===== config.mk =====
export PLATFORM = sky130hd
export DESIGN_NAME = text_pixel_renderer_flat
export DESIGN_NICKNAME = d
export VERILOG_FILES = /design/src/rtl/text_pixel_renderer_if.sv /design/src/rtl/text_pixel_renderer.sv /design/src/flat_wrapper.sv
export SDC_FILE = /design/constraint.sdc
export NUM_CORES = 1
export LEC_CHECK = 0
export BUFFER_PORTS_ARGS = -buffer_cell sky130_fd_sc_hd__buf_2
export CAP_MARGIN = 10
export CORE_MARGIN = 1.5
export CORE_UTILIZATION = 41
export CTS_CLUSTER_DIAMETER = 80
export DETAILED_ROUTE_END_ITERATION = 7
export GPL_ROUTABILITY_DRIVEN = 1
export PLACE_DENSITY = 0.91
export SLEW_MARGIN = 40
export SYNTH_ARGS = -nofsm -noshare
export SYNTH_HDL_FRONTEND = slang
export SYNTH_SLANG_ARGS = --single-unit

===== constraint.sdc =====
create_clock -name clk -period 4.8 [get_ports clk]
set_input_delay 0.96 -clock clk [delete_from_list [all_inputs] [get_ports clk]]
set_output_delay 0.96 -clock clk [all_outputs]
set_load 0.02 [all_outputs]

===== src/rtl/text_pixel_renderer_if.sv =====
// Video-side bundle for text_pixel_renderer: timing-generator coordinates and
// syncs going in, pixel colour and realigned syncs coming out.
// There is no valid/ready pair. Every clk one coordinate sample is taken and
// one pixel is produced three clocks later. The source cannot stall the
// renderer and the sink cannot apply back-pressure.
interface text_pixel_renderer_if #(
    parameter int COLOR_W = 8
);
    logic [9:0]         hcount;
    logic [9:0]         vcount;
    logic               de_in;
    logic               hsync_in;
    logic               vsync_in;
    logic [COLOR_W-1:0] rgb;
    logic               hsync_out;
    logic               vsync_out;
    logic               de_out;

    // The timing generator and pixel sink side.
    modport master (
        output hcount, vcount, de_in, hsync_in, vsync_in,
        input  rgb, hsync_out, vsync_out, de_out
    );

    // The renderer side.
    modport slave (
        input  hcount, vcount, de_in, hsync_in, vsync_in,
        output rgb, hsync_out, vsync_out, de_out
    );
endinterface


===== src/rtl/text_pixel_renderer.sv =====
// text_pixel_renderer: turns VGA pixel coordinates into a text-mode pixel
// stream. It uses a character buffer and a font ROM, and both are 1-cycle
// registered reads. Every path from input to output has a latency of 3 clk.
// Optional feature: define FONT_CURSOR_EN to get a blinking underline cursor
// at (cursor_col, cursor_row). The default build has no cursor logic.
module text_pixel_renderer #(
    parameter int                 FONT_W       = 4,
    parameter int                 FONT_H_LOG2  = 3,
    parameter int                 CHAR_BITS    = 7,
    parameter int                 COLS         = 160,
    parameter int                 ROWS         = 60,
    parameter int                 TEXT_AW      = 14,
    parameter int                 COLOR_W      = 8,
    parameter logic [COLOR_W-1:0] FG_COLOR     = 8'hFF,
    parameter logic [COLOR_W-1:0] BG_COLOR     = 8'h00,
    parameter int                 BLINK_FRAMES = 30
) (
    input  logic                             clk,
    input  logic                             rst,
    text_pixel_renderer_if.slave             vid,
    output logic [TEXT_AW-1:0]               char_addr,
    input  logic [CHAR_BITS-1:0]             char_data,
    output logic [CHAR_BITS+FONT_H_LOG2-1:0] font_addr,
    input  logic [FONT_W-1:0]                font_rdata,
    input  logic [7:0]                       cursor_col,
    input  logic [5:0]                       cursor_row
);
    localparam int PCOL_W = (FONT_W > 1) ? $clog2(FONT_W) : 1;

    // Stage 0: locate the text cell that covers the current pixel.
    logic [9:0] col0;
    logic [9:0] row0;
    logic       in_range0;
    logic       cur0;

    assign col0      = 10'(vid.hcount / FONT_W);
    assign row0      = vid.vcount >> FONT_H_LOG2;
    assign char_addr = TEXT_AW'(row0 * COLS + col0);
    // Cells off the text grid only appear during blanking. Masking de here
    // guarantees that they are never drawn.
    assign in_range0 = (int'(col0) < COLS) && (int'(row0) < ROWS);

`ifdef FONT_CURSOR_EN
    localparam int BLINK_W = (BLINK_FRAMES > 1) ? $clog2(BLINK_FRAMES) : 1;

    logic [BLINK_W-1:0] blink_cnt;
    logic               blink_hidden;
    logic               vs_d;

    // Count frames on vsync_in rising edges and flip the blink phase on wrap.
    always_ff @(posedge clk or posedge rst) begin
        if (rst) begin
            blink_cnt    <= '0;
            blink_hidden <= 1'b0;
            vs_d         <= 1'b0;
        end else begin
            vs_d <= vid.vsync_in;
            if (vid.vsync_in && !vs_d) begin
                if (blink_cnt == BLINK_W'(BLINK_FRAMES - 1)) begin
                    blink_cnt    <= '0;
                    blink_hidden <= ~blink_hidden;
                end else begin
                    blink_cnt <= blink_cnt + 1'b1;
                end
            end
        end
    end

    // The underline cursor occupies the bottom glyph row of the cursor cell.
    assign cur0 = !blink_hidden
                  && (col0 == 10'(cursor_col))
                  && (row0 == 10'(cursor_row))
                  && (&vid.vcount[FONT_H_LOG2-1:0]);
`else
    logic unused_cursor;
    assign unused_cursor = &{1'b0, cursor_col, cursor_row};
    assign cur0          = 1'b0;
`endif

    // Stage 1: char_data arrives. Keep the glyph row, pixel column and syncs.
    logic [FONT_H_LOG2-1:0] s1_grow;
    logic [PCOL_W-1:0]      s1_pcol;
    logic                   s1_de, s1_hs, s1_vs, s1_cur;

    // Stage-1 pipeline register.
    always_ff @(posedge clk or posedge rst) begin
        if (rst) begin
            s1_grow <= '0;
            s1_pcol <= '0;
            s1_de   <= 1'b0;
            s1_hs   <= 1'b0;
            s1_vs   <= 1'b0;
            s1_cur  <= 1'b0;
        end else begin
            s1_grow <= vid.vcount[FONT_H_LOG2-1:0];
            s1_pcol <= PCOL_W'(vid.hcount % FONT_W);
            s1_de   <= vid.de_in & in_range0;
            s1_hs   <= vid.hsync_in;
            s1_vs   <= vid.vsync_in;
            s1_cur  <= cur0 & in_range0;
        end
    end

    assign font_addr = {char_data, s1_grow};

    // Stage 2: font_rdata arrives. Keep the column and syncs lined up with it.
    logic [PCOL_W-1:0] s2_pcol;
    logic              s2_de, s2_hs, s2_vs, s2_cur;

    // Stage-2 pipeline register.
    always_ff @(posedge clk or posedge rst) begin
        if (rst) begin
            s2_pcol <= '0;
            s2_de   <= 1'b0;
            s2_hs   <= 1'b0;
            s2_vs   <= 1'b0;
            s2_cur  <= 1'b0;
        end else begin
            s2_pcol <= s1_pcol;
            s2_de   <= s1_de;
            s2_hs   <= s1_hs;
            s2_vs   <= s1_vs;
            s2_cur  <= s1_cur;
        end
    end

    // The leftmost pixel is the glyph MSB. Shift the selected bit up to the
    // top instead of indexing with a computed position.
    logic [FONT_W-1:0] row_shift;
    logic              pix_on;

    assign row_shift = font_rdata << s2_pcol;
    assign pix_on    = row_shift[FONT_W-1] | s2_cur;

    // Stage 3: register the colour and the syncs together. Blanked pixels are 0.
    always_ff @(posedge clk or posedge rst) begin
        if (rst) begin
            vid.rgb       <= '0;
            vid.hsync_out <= 1'b0;
            vid.vsync_out <= 1'b0;
            vid.de_out    <= 1'b0;
        end else begin
            vid.rgb       <= s2_de ? (pix_on ? FG_COLOR : BG_COLOR) : '0;
            vid.hsync_out <= s2_hs;
            vid.vsync_out <= s2_vs;
            vid.de_out    <= s2_de;
        end
    end
endmodule


===== src/flat_wrapper.sv =====
// flat-port wrapper written by rule: the top's interface ports become plain ports
module text_pixel_renderer_flat 
#(
    parameter int                 FONT_W       = 4,
    parameter int                 FONT_H_LOG2  = 3,
    parameter int                 CHAR_BITS    = 7,
    parameter int                 COLS         = 160,
    parameter int                 ROWS         = 60,
    parameter int                 TEXT_AW      = 14,
    parameter int                 COLOR_W      = 8,
    parameter logic [COLOR_W-1:0] FG_COLOR     = 8'hFF,
    parameter logic [COLOR_W-1:0] BG_COLOR     = 8'h00,
    parameter int                 BLINK_FRAMES = 30
)
  (clk, rst, char_addr, char_data, font_addr, font_rdata, cursor_col, cursor_row, vid_hcount, vid_vcount, vid_de_in, vid_hsync_in, vid_vsync_in, vid_rgb, vid_hsync_out, vid_vsync_out, vid_de_out);
  text_pixel_renderer_if #(.COLOR_W(COLOR_W)) vid_i ();
  input  logic clk;
  input  logic rst;
  output logic [TEXT_AW-1:0] char_addr;
  input  logic [CHAR_BITS-1:0] char_data;
  output logic [CHAR_BITS+FONT_H_LOG2-1:0] font_addr;
  input  logic [FONT_W-1:0] font_rdata;
  input  logic [7:0] cursor_col;
  input  logic [5:0] cursor_row;
  input wire logic [$bits(vid_i.hcount)-1:0] vid_hcount;
  input wire logic [$bits(vid_i.vcount)-1:0] vid_vcount;
  input wire logic [$bits(vid_i.de_in)-1:0] vid_de_in;
  input wire logic [$bits(vid_i.hsync_in)-1:0] vid_hsync_in;
  input wire logic [$bits(vid_i.vsync_in)-1:0] vid_vsync_in;
  output wire logic [$bits(vid_i.rgb)-1:0] vid_rgb;
  output wire logic [$bits(vid_i.hsync_out)-1:0] vid_hsync_out;
  output wire logic [$bits(vid_i.vsync_out)-1:0] vid_vsync_out;
  output wire logic [$bits(vid_i.de_out)-1:0] vid_de_out;
  assign vid_i.hcount = vid_hcount;
  assign vid_i.vcount = vid_vcount;
  assign vid_i.de_in = vid_de_in;
  assign vid_i.hsync_in = vid_hsync_in;
  assign vid_i.vsync_in = vid_vsync_in;
  assign vid_rgb = vid_i.rgb;
  assign vid_hsync_out = vid_i.hsync_out;
  assign vid_vsync_out = vid_i.vsync_out;
  assign vid_de_out = vid_i.de_out;
  text_pixel_renderer #(.FONT_W(FONT_W), .FONT_H_LOG2(FONT_H_LOG2), .CHAR_BITS(CHAR_BITS), .COLS(COLS), .ROWS(ROWS), .TEXT_AW(TEXT_AW), .COLOR_W(COLOR_W), .FG_COLOR(FG_COLOR), .BG_COLOR(BG_COLOR), .BLINK_FRAMES(BLINK_FRAMES)) u_core (.clk(clk), .rst(rst), .vid(vid_i), .char_addr(char_addr), .char_data(char_data), .font_addr(font_addr), .font_rdata(font_rdata), .cursor_col(cursor_col), .cursor_row(cursor_row));
endmodule

==> run metrics <==
status complete, no violations; gr usage total 14.1%; post-route ant nets 0; peak per-stage delay on the critical path 0.42 ns; cell area after technology mapping 1040 um2; total length of routed met2 wires 944 um; # DRC 0; Worst-Margin Slew 0.608 ns; hold_sp u_core.s2_hs; xor/xnor share of the synthesized area 9.18%; Worst Hold Margin 0.353 ns; synth warn 0; Die Width 53.3 um; relative slew slack 59.4%; Synth top area share 41.1%; Crit Path Max Fanout 3; count leader, synth buf_4; CP Buf/Inv Count 2; GRT overflow 0; total power 0.000357 W; ratio of cells with drive above 1 in the final layout 46.2%; Top Metal Used met4; htree depth 1; initial antenna violation count 0; I/O Pins 85; sequential fraction of the synthesis area 41.1%; FF+latch area 425 um2; CP Cell Sequence buf_2, ha_1, ha_1, fa_1, a21o_1, a21oi_1, xnor2_1, nand3b_1, xnor2_1, buf_2; total negative slack 0 ns; WL met1 629 um; pwr/cell area 300 nW/um2; Simple-Gate Fraction of Synth Area 6.52%; # fillers 223; final wirelength 1810 um; vias in the first global route 710; CP Launch Point vid_vcount[4]; distinct cell type count after synthesis 24; syn nets 151; Core Util, Final 48.9%; cts hold-fix bufs 0; gp weighted congestion 0.659; worst min path class reg -> reg; Seq cells post-synth 17; IO buf count 46; CP Capture Type primary output; core footprint 2430 um2; Vias/cell 4.80; Yosys top cell by area dfrtp_1; post-DR wirelength/cell 12.3 um; cell-internal power 0.000237 W; global-route wire length before repair 2900 um; post-synthesis mux area share 2.17%; CP required 3.84 ns; Worst-Skew Late Latency 0.27 ns; Reg clk slew, reported paths 0.09 ns; Final min period 4.03 ns; post-cts resize count 0; Tcrit/Tclk final 84.0%; Final Skew 0.00400 ns; initial core utilization 42.6%; top post-synthesis cells by count buf_4 (19), dfrtp_1 (17), ha_1 (13); clock buffer depth 2; delay-heaviest family, CP adder cells; main combinational cell family by area after synthesis adder cells; Initial DRT Pass Iterations 2; share of synthesized registers carrying an async set or reset 100%; switching share of power 33.7%; top cells by area, synth dfrtp_1 (41%), ha_1 (16%), buf_4 (14%); Data arrival, critical path 3.07 ns; post-synthesis adder-cell area fraction 19.6%; CP Launch Type primary input; Detailed Place HPWL 1540 um; fin. max-slew vios 0; postcts setup bufs 0; Area Growth Syn to Fin 14.7%; Syn Area/Cell 12.0 um2; setup violators final 0; maximum vdd drop 0.000186 V; Die Height 53.3 um; DR vias 705; worst r2r src u_core.s2_pcol[0]; Clk pwr share 19.3%; FMAX 248 MHz; 1st-iter DRT viols 4; area of the multi-input gates 464 um2; Num CTS Buffers 3; largest net degree at the start of global routing 18; final hold violations 0; row cnt 18; Main synth FF type dfrtp_1; post-synthesis compound-gate area fraction 7.37%; DP Worst Slack 0.765 ns; Comb power frac 38.0%; Die ar. 2840 um2; met3 routed WL 170 um; RSZ-0062 raised after global routing false; sequential power share 42.7%; fin nets 183; Inserted Diodes 0; Pleak 0.636 nW; EDFF count, synth 0; Slowest-stage cell, CP fa_1; Setup Crit Path Kind in -> out; Root Buffer Master clkbuf_4; Syn Inst Count 86; max-cap violations 0; Net Switching 0.000120 W; # clock sinks 17; CTS tree done; worst setup margin 0.770 ns
-- stage by stage --
stage | area (um2) | std cells
3_3_place_gp | 1160 | 143
4_1_cts | 1190 | 147
5_1_grt | 1190 | 147
6_report | 1190 | 147
3_5_place_dp | 1160 | 143
2_1_floorplan | 1040 | 86
-- worst paths after layout --
path / endpoint / slack [ns] / cells past startpoint
max in group asynchronous: u_core.s2_pcol[1] / 3.66 / 2
min in group asynchronous: u_core.vid.hsync_out / 0.74 / 2
hold / removal: u_core.vid.hsync_out / 0.35 / 0
setup / recovery: char_addr[13] / 0.77 / 10
setup reg to reg: u_core.vid.rgb[6] / 3.66 / 2
hold reg to reg: u_core.vid.hsync_out / 0.35 / 0
-- kinds of logic after synthesis --
group | after synthesis
flops | 17
compound gates | 11
simple gates | 12
xor+xnor | 10
buf+inv | 20
fa+ha+maj | 15
mux | 1
-- cell type report --
cell class	count	share of cell area (%)
multi-input combinational	49	39.1
tap	30	3.16
clock buffer	3	1.89
clock inverter	1	0.421
timing repair buffer	46	19.4
sequential	17	35.8
inverter	1	0.316
-- power by group through the flow --
stage | Sequential, W | Combinational [W] | Clock (W)
after floorplan | 0.000159 | 0.000108 | 0
after global placement | 0.000155 | 0.000132 | 0
after detailed placement | 0.000155 | 0.000136 | 0
after CTS | 0.000153 | 0.000137 | 0.0000742
after global routing | 0.000153 | 0.000149 | 0.0000821
final | 0.000152 | 0.000136 | 0.0000688
-- per-layer routing --
metal	global-route usage (%)	vias up
met1	14.1	322
met5	0	-
li1	-	339
met3	1.69	14
met4	10.3	0
met2	26.3	30
-- sequential cells by signal, summed over array words and instances, names as in the netlist --
register / flops
u_core.s1_vs: 1
u_core.s1_hs: 1
u_core.s2_vs: 1
u_core.vid.vsync_out: 1
u_core.vid.de_out: 1
u_core.s2_de: 1
u_core.s2_pcol: 2
u_core.vid.hsync_out: 1
u_core.s1_de: 1
u_core.vid.rgb: 1
u_core.s1_grow: 3
u_core.s2_hs: 1
u_core.s1_pcol: 2
-- cells in the final DEF, fill, tap and decap left out, drive strengths merged --
master | synthesis | routed
clkbuf | 0 | 3
buf | 19 | 46
xor2 | 3 | 3
nand2 | 2 | 2
xnor2 | 7 | 7
a21oi | 4 | 4
o21a | 1 | 1
and4b | 1 | 1
fa | 2 | 2
a21o | 2 | 2
and2 | 1 | 1
dfrtp | 17 | 17
inv | 1 | 1
nor3 | 1 | 1
nand3b | 2 | 2
nand4 | 1 | 1
mux4 | 1 | 1
a211oi | 1 | 1
nor2b | 1 | 1
nor2 | 3 | 3
o21bai | 1 | 1
ha | 13 | 13
o21ai | 2 | 2
clkinv | 0 | 1
No activity file was read; power rests on OpenSTA's default activity.
